==> config.mk <==
export PLATFORM = sky130hd
export DESIGN_NAME = rojo_frame_sync_ctrl_flat
export DESIGN_NICKNAME = d
export VERILOG_FILES = /design/src/rtl/rojo_frame_sync_ctrl_pkg.sv /design/src/rtl/rojo_frame_sync_ctrl_if.sv /design/src/rtl/rojo_frame_sync_ctrl_vblank_detect.sv /design/src/rtl/rojo_frame_sync_ctrl.sv /design/src/flat_wrapper.sv
export SDC_FILE = /design/constraint.sdc
export NUM_CORES = 1
export LEC_CHECK = 0
export ABC_AREA = 1
export CORE_AREA = 2 2 116 118
export CTS_BUF_LIST = sky130_fd_sc_hd__clkbuf_16
export DETAILED_ROUTE_END_ITERATION = 10
export DIE_AREA = 0 0 118 120
export GPL_TIMING_DRIVEN = 1
export SLEW_MARGIN = 20
export SYNTH_ARGS = -nofsm -noshare
export SYNTH_HDL_FRONTEND = slang
export SYNTH_SLANG_ARGS = --single-unit
==> constraint.sdc <==
create_clock -name clk -period 1.5 [get_ports clk]
set_input_delay 0.3 -clock clk [delete_from_list [all_inputs] [get_ports clk]]
set_output_delay 0.3 -clock clk [all_outputs]
set_load 0.005 [all_outputs]
==> src/rtl/rojo_frame_sync_ctrl_pkg.sv <==
// Shared types and register map for the Rojobot frame-synchronised sprite controller.
package rojo_pkg;

  typedef struct packed {
    logic [2:0] orient;
    logic [7:0] y;
    logic [7:0] x;
  } bot_pos_t;

  localparam logic [1:0] REG_SHADOW = 2'd0;
  localparam logic [1:0] REG_CTRL   = 2'd1;
  localparam logic [1:0] REG_STATUS = 2'd2;
  localparam logic [1:0] REG_ACTIVE = 2'd3;

  typedef enum logic [1:0] {
    IDLE   = 2'd0,
    ARMED  = 2'd1,
    COMMIT = 2'd2
  } fsync_state_t;

  function automatic logic [31:0] pos_word(input bot_pos_t p);
    return {13'd0, p};
  endfunction

  // Byte-lane merge of a bus write into a sprite position.
  function automatic bot_pos_t pos_merge(input bot_pos_t cur, input logic [18:0] d,
                                         input logic [2:0] sel);
    bot_pos_t r;
    r = cur;
    if (sel[0]) r.x = d[7:0];
    if (sel[1]) r.y = d[15:8];
    if (sel[2]) r.orient = d[18:16];
    return r;
  endfunction

endpackage

==> src/rtl/rojo_frame_sync_ctrl_if.sv <==
// Wishbone classic bus bundle between the CPU and the frame-sync controller.
interface rojo_frame_sync_ctrl_if;
  logic [31:0] wb_adr_i;
  logic [31:0] wb_dat_i;
  logic [3:0]  wb_sel_i;
  logic        wb_we_i;
  logic        wb_cyc_i;
  logic        wb_stb_i;
  logic [31:0] wb_dat_o;
  logic        wb_ack_o;

  modport master (
    output wb_adr_i, wb_dat_i, wb_sel_i, wb_we_i, wb_cyc_i, wb_stb_i,
    input  wb_dat_o, wb_ack_o
  );

  modport slave (
    input  wb_adr_i, wb_dat_i, wb_sel_i, wb_we_i, wb_cyc_i, wb_stb_i,
    output wb_dat_o, wb_ack_o
  );
endinterface

==> src/rtl/rojo_frame_sync_ctrl_vblank_detect.sv <==
// Detects the first cycle of vertical blank and counts frames.
module rojo_vblank_detect #(
  parameter int V_VISIBLE = 768,
  parameter int ROW_W     = 12
) (
  input  logic             clk,
  input  logic             rstn,
  input  logic [ROW_W-1:0] pixel_row,
  output logic             tick,
  output logic             frame_tick_o,
  output logic [15:0]      frame_cnt
);

  localparam logic [ROW_W-1:0] VB_ROW = ROW_W'(V_VISIBLE);

  logic [ROW_W-1:0] row_q;

  // Edge on entry to the blanking row, not a level while the row is held.
  assign tick = (pixel_row == VB_ROW) && (row_q != VB_ROW);

  always_ff @(posedge clk) begin
    if (!rstn) begin
      row_q        <= '0;
      frame_tick_o <= 1'b0;
      frame_cnt    <= 16'd0;
    end else begin
      row_q        <= pixel_row;
      frame_tick_o <= tick;
      if (tick) frame_cnt <= frame_cnt + 16'd1;
    end
  end

endmodule

==> src/rtl/rojo_frame_sync_ctrl.sv <==
// Wishbone register file plus commit FSM that copies shadow sprite position
// to the display-facing registers only at the start of vertical blank.
module rojo_frame_sync_ctrl
  import rojo_pkg::*;
#(
  parameter int V_VISIBLE = 768,
  parameter int ROW_W     = 12,
  parameter int RESET_X   = 0,
  parameter int RESET_Y   = 0
) (
  input  logic                  clk,
  input  logic                  rstn,
  rojo_frame_sync_ctrl_if.slave wb,
  input  logic [ROW_W-1:0]      pixel_row,
  input  logic [ROW_W-1:0]      pixel_column,
  output logic [7:0]            active_x,
  output logic [7:0]            active_y,
  output logic [2:0]            active_orient,
  output logic                  frame_tick_o,
  output logic                  irq_o
);

  localparam bot_pos_t POS_RST = '{orient: 3'd0, y: 8'(RESET_Y), x: 8'(RESET_X)};

  fsync_state_t state;
  bot_pos_t     shadow, active, shadow_nxt;
  logic         irq_en, irq_st, irq_en_nxt, irq_st_nxt;
  logic         tick, pending;
  logic [15:0]  frame_cnt;
  logic         req, wr, arm_wr, irq_clr;
  logic [1:0]   adr;
  logic [31:0]  rdata;
  logic         unused_bits;

  rojo_vblank_detect #(.V_VISIBLE(V_VISIBLE), .ROW_W(ROW_W)) u_vblank (
    .clk          (clk),
    .rstn         (rstn),
    .pixel_row    (pixel_row),
    .tick         (tick),
    .frame_tick_o (frame_tick_o),
    .frame_cnt    (frame_cnt)
  );

  assign unused_bits = ^{pixel_column, wb.wb_adr_i[31:4], wb.wb_adr_i[1:0],
                         wb.wb_dat_i[31:19], wb.wb_sel_i[3]};

  // A new access is accepted only while ack is low, giving one access per two clocks.
  assign req     = wb.wb_cyc_i & wb.wb_stb_i & ~wb.wb_ack_o;
  assign wr      = req & wb.wb_we_i;
  assign adr     = wb.wb_adr_i[3:2];
  assign arm_wr  = wr && (adr == REG_CTRL) && wb.wb_sel_i[0] && wb.wb_dat_i[0];
  assign irq_clr = wr && (adr == REG_STATUS) && wb.wb_sel_i[0] && wb.wb_dat_i[1];
  assign pending = (state != IDLE);

  assign shadow_nxt = (wr && adr == REG_SHADOW)
                    ? pos_merge(shadow, wb.wb_dat_i[18:0], wb.wb_sel_i[2:0]) : shadow;
  assign irq_en_nxt = (wr && adr == REG_CTRL && wb.wb_sel_i[0]) ? wb.wb_dat_i[1] : irq_en;
  // Commit sets IRQ with priority over a coincident W1C.
  assign irq_st_nxt = (state == COMMIT) ? 1'b1 : (irq_clr ? 1'b0 : irq_st);

  always_comb begin
    rdata = 32'd0;
    case (adr)
      REG_SHADOW: rdata = pos_word(shadow);
      REG_CTRL:   rdata = {30'd0, irq_en, 1'b0};
      REG_STATUS: rdata = {frame_cnt, 14'd0, irq_st, pending};
      REG_ACTIVE: rdata = pos_word(active);
      default:    rdata = 32'd0;
    endcase
  end

  always_ff @(posedge clk) begin
    if (!rstn) begin
      wb.wb_ack_o <= 1'b0;
      wb.wb_dat_o <= 32'd0;
      shadow      <= POS_RST;
      irq_en      <= 1'b0;
      irq_st      <= 1'b0;
      irq_o       <= 1'b0;
    end else begin
      wb.wb_ack_o <= req;
      wb.wb_dat_o <= req ? rdata : 32'd0;
      shadow      <= shadow_nxt;
      irq_en      <= irq_en_nxt;
      irq_st      <= irq_st_nxt;
      irq_o       <= irq_st_nxt & irq_en_nxt;
    end
  end

  always_ff @(posedge clk) begin
    if (!rstn) begin
      state  <= IDLE;
      active <= POS_RST;
    end else begin
      case (state)
        IDLE:    if (arm_wr) state <= ARMED;
        ARMED:   if (tick) state <= COMMIT;
        COMMIT: begin
          // Shadow as updated this cycle, so a same-cycle write is included.
          active <= shadow_nxt;
          state  <= arm_wr ? ARMED : IDLE;
        end
        default: state <= IDLE;
      endcase
    end
  end

  assign active_x      = active.x;
  assign active_y      = active.y;
  assign active_orient = active.orient;

endmodule

==> src/flat_wrapper.sv <==
// flat-port wrapper written by rule: the top's interface ports become plain ports
module rojo_frame_sync_ctrl_flat import rojo_pkg::*;
#(
  parameter int V_VISIBLE = 768,
  parameter int ROW_W     = 12,
  parameter int RESET_X   = 0,
  parameter int RESET_Y   = 0
)
  (clk, rstn, pixel_row, pixel_column, active_x, active_y, active_orient, frame_tick_o, irq_o, wb_wb_adr_i, wb_wb_dat_i, wb_wb_sel_i, wb_wb_we_i, wb_wb_cyc_i, wb_wb_stb_i, wb_wb_dat_o, wb_wb_ack_o);
  rojo_frame_sync_ctrl_if wb_i ();
  input  logic clk;
  input  logic rstn;
  input  logic [ROW_W-1:0] pixel_row;
  input  logic [ROW_W-1:0] pixel_column;
  output logic [7:0] active_x;
  output logic [7:0] active_y;
  output logic [2:0] active_orient;
  output logic frame_tick_o;
  output logic irq_o;
  input wire logic [$bits(wb_i.wb_adr_i)-1:0] wb_wb_adr_i;
  input wire logic [$bits(wb_i.wb_dat_i)-1:0] wb_wb_dat_i;
  input wire logic [$bits(wb_i.wb_sel_i)-1:0] wb_wb_sel_i;
  input wire logic [$bits(wb_i.wb_we_i)-1:0] wb_wb_we_i;
  input wire logic [$bits(wb_i.wb_cyc_i)-1:0] wb_wb_cyc_i;
  input wire logic [$bits(wb_i.wb_stb_i)-1:0] wb_wb_stb_i;
  output wire logic [$bits(wb_i.wb_dat_o)-1:0] wb_wb_dat_o;
  output wire logic [$bits(wb_i.wb_ack_o)-1:0] wb_wb_ack_o;
  assign wb_i.wb_adr_i = wb_wb_adr_i;
  assign wb_i.wb_dat_i = wb_wb_dat_i;
  assign wb_i.wb_sel_i = wb_wb_sel_i;
  assign wb_i.wb_we_i = wb_wb_we_i;
  assign wb_i.wb_cyc_i = wb_wb_cyc_i;
  assign wb_i.wb_stb_i = wb_wb_stb_i;
  assign wb_wb_dat_o = wb_i.wb_dat_o;
  assign wb_wb_ack_o = wb_i.wb_ack_o;
  rojo_frame_sync_ctrl #(.V_VISIBLE(V_VISIBLE), .ROW_W(ROW_W), .RESET_X(RESET_X), .RESET_Y(RESET_Y)) u_core (.clk(clk), .rstn(rstn), .wb(wb_i), .pixel_row(pixel_row), .pixel_column(pixel_column), .active_x(active_x), .active_y(active_y), .active_orient(active_orient), .frame_tick_o(frame_tick_o), .irq_o(irq_o));
endmodule
## After elaboration in Yosys (flattened, before gate mapping)

Cells that the tools add are included.

| word-level totals | value |
|---|---|
| bits in registers | 105 |
| bits in latches | 0 |
| memory bits (writable) | 0 |
| memories kept | 0 |
| output and inout bits | 54 |
| bits in read-only memories | 0 |

| cells by class | value |
|---|---|
| divide/modulo/power cells | 0 |
| bitwise operators | 5 |
| reduce and logical (&&, ||, !) cells | 13 |
| multiplexer cells | 12 |
| shift operators | 0 |
| multiply operators | 0 |
| equality and inequality tests | 9 |
| add/subtract/negate cells | 1 |
| $lt $le $gt $ge | 0 |

Operators by type and width:

| operator | count |
|---|---|
| $pmux 32 s4 | 1 |
| $mux 19 | 1 |
| $add 16x1->16 const B | 1 |
| $mux 8 | 2 |
| $eq 12x10->1 const B | 1 |
| $ne 12x10->1 const B | 1 |
| $logic_and 1x1->1 | 8 |
| $eq 2x2->1 const B | 3 |
| $pmux 2 s3 | 1 |
| $and 1x1->1 | 4 |
| $eq 2x1->1 const B | 2 |
| $logic_not 2->1 | 2 |
| $mux 1 | 4 |
| $mux 2 | 2 |
| $ne 2x1->1 const B | 2 |
| $reduce_and 2->1 | 2 |
| $mux 3 | 1 |
| $reduce_bool 2->1 | 1 |
| $not 1->1 | 1 |

## Logic depth before layout (Yosys ltp)

| depth | value |
|---|---|
| depth in word-level cells | 9 |
| mapped depth | 10 |

## Hierarchy

A second synthesis with hierarchy kept.

| unflattened totals | value |
|---|---|
| cells, all modules | 669 |
| area total of the unflattened synthesis | 4,687.0 um^2 |

Modules (own cells, without submodules):

| module | seq. area each (um^2) | area each (um^2) | cells each | instances |
|---|---|---|---|---|
| rojo_frame_sync_ctrl | 1,521.5 | 3,085.5 | 433 | 1 |
| rojo_vblank_detect | 580.6 | 1,601.5 | 236 | 1 |

## Worst setup path after synthesis

No wires, ideal clock.

| timing path | value |
|---|---|
| path type | flip-flop to flip-flop |
| start | reg u_core.u_vblank.frame_cnt[0] |
| end | reg u_core.u_vblank.frame_cnt[12] |
| buffers on the path | 0 |
| arrival | 1,169 ps |
| library setup time | 135 ps |
| path slack | 196 ps |
| cell stages (with the launch flop) | 9 |
| cell sequence | dfxtp_1 > ha_1 > inv_1 > nor2_2 > nand3_1 > nand2_1 > nand2_1 > nand2_1 > a21oi_1 |

| between the ends | value |
|---|---|
| longest elaborated chain between the ends | 1 |

Ends and longest elaborated chain:

| what | line | text |
|---|---|---|
| start, declared | rojo_frame_sync_ctrl_vblank_detect.sv:11 | `output logic [15:0] frame_cnt` |
| start signal, assigned | rojo_frame_sync_ctrl_vblank_detect.sv:29 | `if (tick) frame_cnt <= frame_cnt + 16'd1;` |
| $add 16x1->16 | rojo_frame_sync_ctrl_vblank_detect.sv:29 |  |

No other way between the ends.
A chain may end at the register's enable or synchronous reset.

## Worst setup path after layout

| timing path | value |
|---|---|
| start | reg u_core.wb.wb_dat_o[1] |
| end | out wb_wb_dat_o[1] |

RTL lines:

| what | line | text |
|---|---|---|
| start, declared | rojo_frame_sync_ctrl_if.sv:19 | `output wb_dat_o, wb_ack_o` |
| start signal, assigned | rojo_frame_sync_ctrl.sv:82 | `wb.wb_dat_o <= req ? rdata : 32'd0;` |
| end, declared | flat_wrapper.sv:26 | `output wire logic [$bits(wb_i.wb_dat_o)-1:0] wb_wb_dat_o;` |

No word-level cell between the ends.

==> qor.txt <==
STA
----------------------------------------------------------------------------------
Setup slack of the critical path after layout                             43.84 ps
Slew Limit Fails                                                                 0
Worst Skew                                                                8.294 ps
Time the final worst path needs with I/O delays and setup                  1456 ps
Hold violation count in the final report                                         0
Setup TNS Final                                                               0 ps
Slew margin rel.                                                            63.12%
Maximum clock rate                                                       686.7 MHz
Hold slack                                                                473.1 ps
Worst-margin pin slew                                                     552.4 ps
Final setup fails                                                                0
Final Cycle Share                                                           97.08%
RSZ-0062 raised after global routing                                            no

CLOCK TREE
----------------------------------------------------------------------------------
TritonCTS clock tree                                                         built
Clock-pin slew on the worst setup and hold paths                             60 ps
Skew-Pair Late Insertion Delay                                              340 ps
Clock buffer depth                                                               2
Clock tree root driver cell                                              clkbuf_16
H-tree levels                                                                    3
Hold-fix buffers, CTS                                                            0
Sinks on Clock Net                                                             105
TritonCTS buffer count                                                           9

YOSYS
----------------------------------------------------------------------------------
Cell area after synthesis                                                 4423 um2
Post-synth top area share                                                   47.52%
Post-Synthesis Mean Instance Area                                        7.009 um2
Synthesized instance count                                                     631
Number of library cell types mapped by synthesis                                30
Most area-hungry cell type in the Yosys netlist                            dfxtp_1
Register bit total from synthesis                                              105
Net count after synthesis                                                      729
Top area cells in the synthesized netlist                             dfxtp_1 (48%), nand2_1 (18%), a21oi_1 (6.2%)
Part of the Yosys area used for sequential elements                         47.52%
Count of synthesis-stage warnings from yosys                                     0

ROUTE
----------------------------------------------------------------------------------
Number of remaining DRC errors                                                   0
Routed wire length                                                        11.05 mm
Detailed-router iteration count before antenna repair                            4
Number of vias in the routed layout                                           4172
Post-DRT Antenna Nets                                                            0
WL/cell                                                                   11.90 um
Avg Vias per Cell                                                            4.496
First-iteration detailed-routing DRC count                                     177

CRITICAL PATH
----------------------------------------------------------------------------------
Critical path's top delay family                                      buffers and inverters
Worst setup path category                                                  reg2out
Slowest cell delay on critical path                                         510 ps
Slowest CP cell                                                       clkdlybuf4s50_1
Arr. time, crit path                                                       1160 ps
Cell Chain, Critical Path                                             clkdlybuf4s50_1
Req. time, crit path                                                       1200 ps
Capturing element type of the critical path                             output pin
CP bufs+invs                                                                     1
Worst Setup Start Kind                                                        flop
Largest fanout on the critical path                                              1

FLOORPLAN
----------------------------------------------------------------------------------
Area of the die                                                          14160 um2
Cell row count                                                                  42
Starting density of the core                                                34.08%
# IOs                                                                          151
Core area                                                                12980 um2
Chip height                                                                 120 um
X dimension of the die                                                      118 um

FINAL LAYOUT
----------------------------------------------------------------------------------
Final-stage net count                                                          846
Filler instances                                                              1305
Share of final-layout standard cells stronger than drive strength 1         11.57%
Area Growth Syn to Fin                                                      37.91%
Area used by multi-input combinational logic                              1928 um2
Non-filler cells, final                                                        928
Register area                                                             2125 um2
Antenna cells                                                                    0

GLOBAL ROUTING
----------------------------------------------------------------------------------
First-pass GRT wire length                                                18.31 mm
Largest net degree at the start of global routing                               28
Number of global-route vias before repair                                     4006
Antenna violations before repair                                                 0
Total grt overflow                                                               0
All-Layer GR Usage                                                          15.98%

PWR
----------------------------------------------------------------------------------
Combinational group share of total power                                      6.7%
Switching fraction of total power                                           22.40%
Clock power frac                                                             40.0%
Power spent charging and discharging nets                               0.001183 W
Proportion of power drawn by flip-flops and latches                          53.4%
Areal power density over the cells                                    865.5 nW/um2
Internal power                                                          0.004097 W
Leakage power summed over all cells                                       2.710 nW
Peak supply drop                                                         0.5531 mV

PLACED DESIGN
----------------------------------------------------------------------------------
Worst slack, placed                                                      -257.1 ps
Cells after DPL                                                                912
Detailed placer's ending HPWL                                             8.098 mm
Port Buffers                                                                    94
Placer's final routability congestion estimate                              0.8470

STATUS
----------------------------------------------------------------------------------
Status                                                                finished clean

MIN PATH
----------------------------------------------------------------------------------
Hold Path Class                                                            reg2reg

FLOW RUN
----------------------------------------------------------------------------------
Maximum Capacitance Violations                                                   0

[cells in the final DEF, fill, tap and decap left out, drive strengths merged]
master	instances
o21ai	14
dlymetal6s2s	9
clkbuf	9
nor2	70
nor3	12
buf	33
nor4	1
inv	79
a21oi	57
o211ai	2
clkdlybuf4s50	71
nand4	6
dlygate4sd2	14
o221ai	1
ha	1
clkinv	3
nand3b	2
dfxtp	105
nand2	217
xor2	3
a221oi	1
nand3	41
o22ai	1
[power by group through the flow]
stage	Combinational (W)	Clock, W	Sequential, W
after global placement	0.000352	0	0.00288
after detailed placement	0.000354	0	0.00288
after global routing	0.000387	0.00229	0.00282
after CTS	0.000355	0.00218	0.00282
final	0.000353	0.00211	0.00282
after floorplan	0.000141	0	0.00288
[cells in the mapped netlist]
| master | number |
|---|---|
| a21oi_1 | 55 |
| a21oi_2 | 2 |
| a221oi_1 | 1 |
| buf_1 | 1 |
| buf_2 | 6 |
| buf_4 | 1 |
| buf_6 | 4 |
| clkbuf_1 | 9 |
| dfxtp_1 | 105 |
| ha_1 | 1 |
| inv_1 | 72 |
| inv_2 | 4 |
| nand2_1 | 214 |
| nand2_2 | 1 |
| nand2_4 | 2 |
| nand3_1 | 40 |
| nand3_2 | 1 |
| nand3b_1 | 2 |
| nand4_1 | 6 |
| nor2_1 | 60 |
| nor2_2 | 6 |
| nor2_4 | 4 |
| nor3_1 | 12 |
| nor4_2 | 1 |
| o211ai_1 | 2 |
| o21ai_0 | 11 |
| o21ai_1 | 3 |
| o221ai_1 | 1 |
| o22ai_1 | 1 |
| xor2_1 | 3 |
[registers in the layout, summed over array words and instances (netlist names)]
register / cells
u_core.wb.wb_dat_o: 32
u_core.shadow: 19
u_core.u_vblank.frame_cnt: 16
u_core.u_vblank.row_q: 12
u_core.active_x: 8
u_core.active_y: 8
u_core.active_orient: 3
u_core.state: 2
u_core.irq_en: 1
u_core.irq_o: 1
u_core.irq_st: 1
u_core.u_vblank.frame_tick_o: 1
u_core.wb.wb_ack_o: 1
[metrics by stage]
stage | area [um2] | utilization, % | power, W
2_1_floorplan | 4423 | - | 0.003020
3_3_place_gp | 5792 | 44.62 | 0.003232
3_5_place_dp | 5792 | 44.62 | 0.003235
4_1_cts | 6061 | 46.69 | 0.005356
5_1_grt | 6100 | 46.99 | 0.005489
6_report | 6100 | 46.99 | 0.005279
[layer usage]
layer | global-route usage (%) | wire (um) | vias to the layer above
li1 | - | - | 2206
met2 | 29.07 | 5684 | 72
met4 | 5.271 | 120 | 0
met3 | 3.707 | 367 | 9
met1 | 18.44 | 4872 | 1885
met5 | 0 | 0 | -
[timing repair]
action | in CTS | in global routing
setup endpoints to repair | 21 | 16
resized for setup | 29 | 15
setup buffers | 1 | 0
[worst paths after layout]
path                                          from                           endpoint  slack, ps  cells after the start
setup / recovery  u_core.wb.wb_dat_o[1]$_SDFF_PN0_                     wb_wb_dat_o[1]         40                      1
hold / removal     u_core.active_x[3]$_SDFFE_PN0P_   u_core.wb.wb_dat_o[3]$_SDFF_PN0_        470                      2
hold reg to reg    u_core.active_x[3]$_SDFFE_PN0P_   u_core.wb.wb_dat_o[3]$_SDFF_PN0_        470                      2
setup reg to reg     u_core.wb.wb_ack_o$_SDFF_PN0_  u_core.wb.wb_dat_o[15]$_SDFF_PN0_        170                      6
[layout make-up]
type                       count  area share (%)
sequential                   105           34.83
multi-input combinational    429           31.61
timing repair buffer         127           21.01
inverter                      76           4.677
clock buffer                   9           3.692
tap                          176           3.610
clock inverter                 6          0.5744
[cell families (layout without fill, tap and decap cells)]
group / Yosys count / in the layout / synth area share (%)
AOI/OAI and AO/OA: 76 / 76 / 9.081
xor gates and xnor gates: 3 / 3 / 0.5942
adders and majority gates: 1 / 1 / 0.2828
buffers and inverters: 97 / 218 / 9.165
DFF: 105 / 105 / 47.52
and+or+nand+nor: 349 / 349 / 33.35
(Power assumes the default switching activity.)
